`src/rtl/if_fetch_if.sv`:
```
// Fetch-stage bundle: hazard/redirect controls, instruction ROM port and IF/ID outputs.
// master = fetch stage, slave = surrounding pipeline, ROM and hazard unit.
interface if_fetch_if;
  logic        stall;
  logic        br_taken;
  logic [31:0] br_target;
  logic [31:0] irom_addr;
  logic [31:0] irom_rdata;
  logic [31:0] if_pc;
  logic [31:0] if_inst;
  logic [31:0] if_pc4;
  logic        if_valid;

  modport master (
    input  stall, br_taken, br_target, irom_rdata,
    output irom_addr, if_pc, if_inst, if_pc4, if_valid
  );

  modport slave (
    output stall, br_taken, br_target, irom_rdata,
    input  irom_addr, if_pc, if_inst, if_pc4, if_valid
  );
endinterface

```
`src/rtl/if_fetch.sv`:
```
// Instruction fetch: owns the PC, 1-cycle sync ROM read, instruction valid the cycle after its address.
// Stall holds PC and outputs (instruction captured on the first stall cycle); redirect kills the in-flight fetch.
module if_fetch #(
  parameter logic [31:0] RESET_PC = 32'h1C00_0000
) (
  input  logic    clk,
  input  logic    rst,
  if_fetch_if.master bus
);

  logic [31:0] pc_reg;
  logic [31:0] f_pc;
  logic        f_valid;
  logic [31:0] hold_inst;
  logic        hold_valid;

  always_ff @(posedge clk) begin
    if (!rst) begin
      pc_reg     <= RESET_PC;
      f_pc       <= 32'd0;
      f_valid    <= 1'b0;
      hold_inst  <= 32'd0;
      hold_valid <= 1'b0;
    end else if (bus.br_taken) begin
      pc_reg     <= {bus.br_target[31:2], 2'b00};
      f_valid    <= 1'b0;
      hold_valid <= 1'b0;
    end else if (bus.stall) begin
      // ROM output moves on to mem[pc_reg] next cycle, so keep the delivered word.
      if (!hold_valid && f_valid) begin
        hold_inst  <= bus.irom_rdata;
        hold_valid <= 1'b1;
      end
    end else begin
      f_pc       <= pc_reg;
      f_valid    <= 1'b1;
      pc_reg     <= pc_reg + 32'd4;
      hold_valid <= 1'b0;
    end
  end

  always_comb begin
    bus.irom_addr = pc_reg;
    bus.if_valid  = f_valid;
    bus.if_pc     = 32'd0;
    bus.if_pc4    = 32'd0;
    bus.if_inst   = 32'd0;
    if (f_valid) begin
      bus.if_pc   = f_pc;
      bus.if_pc4  = f_pc + 32'd4;
      bus.if_inst = hold_valid ? hold_inst : bus.irom_rdata;
    end
  end

endmodule
```
`src/flat_wrapper.sv`:
```
// flat-port wrapper written by rule: the top's interface ports become plain ports
module if_fetch_flat 
#(
  parameter logic [31:0] RESET_PC = 32'h1C00_0000
)
  (clk, rst, bus_stall, bus_br_taken, bus_br_target, bus_irom_rdata, bus_irom_addr, bus_if_pc, bus_if_inst, bus_if_pc4, bus_if_valid);
  if_fetch_if bus_i ();
  input  logic clk;
  input  logic rst;
  input wire logic [$bits(bus_i.stall)-1:0] bus_stall;
  input wire logic [$bits(bus_i.br_taken)-1:0] bus_br_taken;
  input wire logic [$bits(bus_i.br_target)-1:0] bus_br_target;
  input wire logic [$bits(bus_i.irom_rdata)-1:0] bus_irom_rdata;
  output wire logic [$bits(bus_i.irom_addr)-1:0] bus_irom_addr;
  output wire logic [$bits(bus_i.if_pc)-1:0] bus_if_pc;
  output wire logic [$bits(bus_i.if_inst)-1:0] bus_if_inst;
  output wire logic [$bits(bus_i.if_pc4)-1:0] bus_if_pc4;
  output wire logic [$bits(bus_i.if_valid)-1:0] bus_if_valid;
  assign bus_i.stall = bus_stall;
  assign bus_i.br_taken = bus_br_taken;
  assign bus_i.br_target = bus_br_target;
  assign bus_i.irom_rdata = bus_irom_rdata;
  assign bus_irom_addr = bus_i.irom_addr;
  assign bus_if_pc = bus_i.if_pc;
  assign bus_if_inst = bus_i.if_inst;
  assign bus_if_pc4 = bus_i.if_pc4;
  assign bus_if_valid = bus_i.if_valid;
  if_fetch #(.RESET_PC(RESET_PC)) u_core (.clk(clk), .rst(rst), .bus(bus_i));
endmodule
```
`config.mk`:
```
export PLATFORM = sky130hd
export DESIGN_NAME = if_fetch_flat
export DESIGN_NICKNAME = d
export VERILOG_FILES = /design/src/rtl/if_fetch_if.sv /design/src/rtl/if_fetch.sv /design/src/flat_wrapper.sv
export SDC_FILE = /design/constraint.sdc
export NUM_CORES = 1
export LEC_CHECK = 0
export ABC_AREA = 1
export CAP_MARGIN = 10
export CORE_ASPECT_RATIO = 0.5
export CORE_MARGIN = 5
export CORE_UTILIZATION = 30
export CTS_CLUSTER_SIZE = 40
export DETAILED_ROUTE_END_ITERATION = 16
export PLACE_DENSITY_LB_ADDON = 0.2
export SLEW_MARGIN = 40
export SYNTH_ARGS = -nofsm -noshare
export SYNTH_HDL_FRONTEND = slang
export SYNTH_SLANG_ARGS = --single-unit
```
`constraint.sdc`:
```
create_clock -name clk -period 1.8 [get_ports clk]
set_input_delay 0.18 -clock clk [delete_from_list [all_inputs] [get_ports clk]]
set_output_delay 0.18 -clock clk [all_outputs]
set_load 0.05 [all_outputs]
```
==> results.md <==
- Sequential fraction of the synthesis area: 31.7%
- Total standard cell area after synthesis: 5940 um^2
- Maxcap violations: 0
- CP Launch Type: register
- Final Hold Viols: 0
- Layout-stage area growth over the synthesis result: 75.0%
- Power density over cell area: 550 nW/um^2
- Commonest register cell after synthesis: dfxtp_1
- Overall via count from detail_route: 7328
- Non-filler instance count after layout: 1514
- Global-route wire length before repair: 36.4 mm
- Master cell of the clock root buffer: clkbuf_16
- Global routing usage summed across all routing layers: 19.7%
- Fin Clk Skew: 0.0167 ns
- Vertical extent of the die: 110 um
- CTS Buf Count: 9
- Critical path capture point type: output port
- Die outline area: 22900 um^2
- Average wire per cell in the routed design: 15.7 um
- Area inside the core boundary: 19500 um^2
- Leakage power: 4.77 nW
- Number of levels in the clock H-tree: 3
- Slowest stage cell, crit path: dfxtp_4
- Slew at the pin closest to its max-slew limit: 0.608 ns
- Inst Count DP: 1467
- Initial core utilization: 30.5%
- Maximum count of clock buffers along a single path: 2
- Number of failing setup endpoints in the final timing report: 24
- Most common cell on crit path: buf_4
- Pin count of the biggest net entering global routing: 37
- Leading post-synthesis cells by cell area: dfxtp_1 (32%), nor2_1 (15%), nand2_1 (13%)
- Via count of the first global-routing pass: 6913
- Worst hold slack after final layout: 0.198 ns
- Result of the run: finished with violations
- Number of enable flip-flop cells after synthesis: 0
- Post-layout worst setup margin: -0.260 ns
- CTS clock-pin slew for the worst setup and hold paths: 0.08 ns
- Placer congestion estimate: 0.899
- Top-area cell type share of the netlist area: 31.7%
- GR Overflow Total: 0
- IR Drop Worst-Case VDD: 348 uV
- Synthesized area divided by synthesized cell count: 5.95 um^2
- Number of port buffers: 188
- Most frequent cell after synthesis: nor2_1
- HPWL Detailed: 17.3 mm
- Drt pass-1 iters: 5
- Final core area utilization: 53.4%
- Number of sinks driven by the clock tree: 94
- Clock tree from TritonCTS: done
- Fraction of synthesis flops using an asynchronous set or reset pin: 0%
- Leading post-synthesis cells by instance count: nor2_1 (245), nand2_1 (207), inv_1 (121), dfxtp_1 (94), o21ai_0 (94)
- Overall power: 5.72 mW
- Setup Crit Path Kind: register to output port
- RSZ-0062 raised after global routing: yes
- Critical-path cell list: ha_4 > buf_4 > nand3_1 > nor2_4 > buf_4 > xor2_2 > nor2_2 > buf_12
- Placed instance area: 9160 um^2
- Number of antenna repair diodes: 0
- Final clock period utilization by the worst path: 114%
- Drt drc: 0
- Required time of the critical path: 1.62 ns
- Count of warnings emitted by yosys: 0
- Largest area contributor in the netlist: dfxtp_1
- Count of standard-cell rows: 36
- Worst skew pair latency: 0.35 ns
- CP Data Arrival Time: 1.88 ns
- Fin area: 10400 um^2
- Via density per instance: 4.84
- Initial antenna violation count: 0
- Post-layout net count: 1313
- Violations in the final reports: setup timing
- Maximum single-stage delay on the critical path: 0.37 ns
- Worst slew slack as a fraction of its limit: 59.4%
- Synthesized instance count: 998
- Hold_buf cts: 0
- CP max FO: 3
- Detailed-route wire length: 23.8 mm
- Clock period minus worst slack: 2.06 ns
- Boundary Pins: 197
- Hold WC Path Type: primary input to register
- Antenna Violating Nets Remaining: 0
- Max Slew Vio Count: 0
- Iter 0 DRT Violations: 385
- Die extent in x: 209 um
- Proportion of layout cells with a drive suffix above 1: 34.9%
- Number of library cell types mapped by synthesis: 36
- Seq cells post-synth: 94
- Fmax: 485 MHz
[through the flow]
| step | worst slack, ns | setup TNS [ns] |
|---|---|---|
| final | -0.260 | -3.73 |
| after global routing | -0.336 | -5.82 |
| after CTS | -0.274 | -4.66 |
| after detailed placement | -0.0541 | -0.477 |
| after global placement | 0.0205 | 0 |
| after floorplan | -0.103 | -0.359 |
[worst max-delay path, delay by kind of cell (launching register included)]
| kind | cells | cell delay, ns |
|---|---|---|
| buf+inv | 3 | 0.42 |
| fa+ha+maj | 1 | 0.17 |
| xor+xnor | 1 | 0.18 |
| flops | 1 | 0.37 |
| simple gates | 3 | 0.40 |
[layout make-up]
class / instances / area (um^2)
fillers: 1847 / 9060
multi-input cells: 730 / 4110
repair buffers: 280 / 3200
flip-flops and latches: 94 / 1950
inverters: 128 / 499
well taps: 266 / 333
clock buffers: 11 / 243
clock inverters: 5 / 65.1
[cell families (layout without fill, tap and decap cells)]
| group | after synthesis | count (layout) | synth area share [%] |
|---|---|---|---|
| AO/OA/AOI/OAI | 154 | 154 | 14.7 |
| XOR/XNOR | 6 | 6 | 0.884 |
| adder cells (fa/ha/maj) | 2 | 2 | 0.421 |
| buffers and inverters | 179 | 424 | 12.4 |
| flip-flops | 94 | 94 | 31.7 |
| other | 1 | 6 | 0.0631 |
| AND/OR/NAND/NOR | 562 | 562 | 39.9 |
[final timing paths]
kind / cells after the start / endpoint / slack (ns) / from
worst max-delay path: 8 / bus_if_pc4[14] / -0.26 / u_core.f_pc[3]
worst min-delay path: 3 / u_core.bus.irom_addr[24] / 0.20 / rst
worst max register to register: 10 / u_core.bus.irom_addr[28] / 0.16 / u_core.bus.irom_addr[2]
worst min register to register: 2 / u_core.hold_inst[28] / 0.52 / u_core.hold_inst[28]
[repair_timing]
| item | 4_1_cts | 5_1_grt |
|---|---|---|
| resized for setup | 151 | 47 |
| buffers inserted | 24 | 8 |
| cloned | 0 | 1 |
| setup endpoints to repair | 39 | 66 |
| pin swaps | 48 | 30 |
[registers in the layout, indices dropped and copies added (netlist names)]
signal / flops
u_core.bus.if_valid: 1
u_core.bus.irom_addr: 30
u_core.f_pc: 30
u_core.hold_inst: 32
u_core.hold_valid: 1
[cells in the final DEF, fill, tap and decap left out, types with 3 or more instances in the layout]
cell type,netlist,routed
inv_1,121,112
nand3b_1,6,6
nand4_1,11,11
a21oi_1,23,14
inv_4,0,6
nor2_4,5,31
nor3_1,19,8
nand3_1,52,49
a21oi_2,0,3
clkbuf_16,0,10
nor3_2,0,6
buf_6,1,11
nor2_1,245,169
a221oi_1,4,4
dfxtp_1,94,65
nand2_1,207,176
buf_4,11,130
dfxtp_4,0,12
a21oi_4,0,6
nand2_4,0,13
a211oi_1,21,20
conb_1,1,6
nor2_2,4,54
buf_12,0,69
o21ai_2,0,4
nand2_2,6,24
nand3_4,0,3
dfxtp_2,0,17
o211ai_1,5,5
nor3_4,2,7
o21ai_0,94,88
clkdlybuf4s50_1,0,66
inv_2,7,9
[metal layers]
| layer | track usage [%] | vias to the layer above | share of wire, % |
|---|---|---|---|
| li1 | - | 3647 | - |
| met4 | 5.21 | 0 | 1.8 |
| met3 | 3.68 | 29 | 5.2 |
| met2 | 32.8 | 234 | 47 |
| met5 | 0 | - | 0 |
| met1 | 26.7 | 3418 | 46 |
[report_power, final]
part	internal (mW)	switching (mW)	total [mW]
registers	2.18	0.137	2.32
clock network	1.13	0.874	2.01
logic	0.553	0.848	1.40
total	3.87	1.86	5.72
Power figures use the tool's default switching activity.
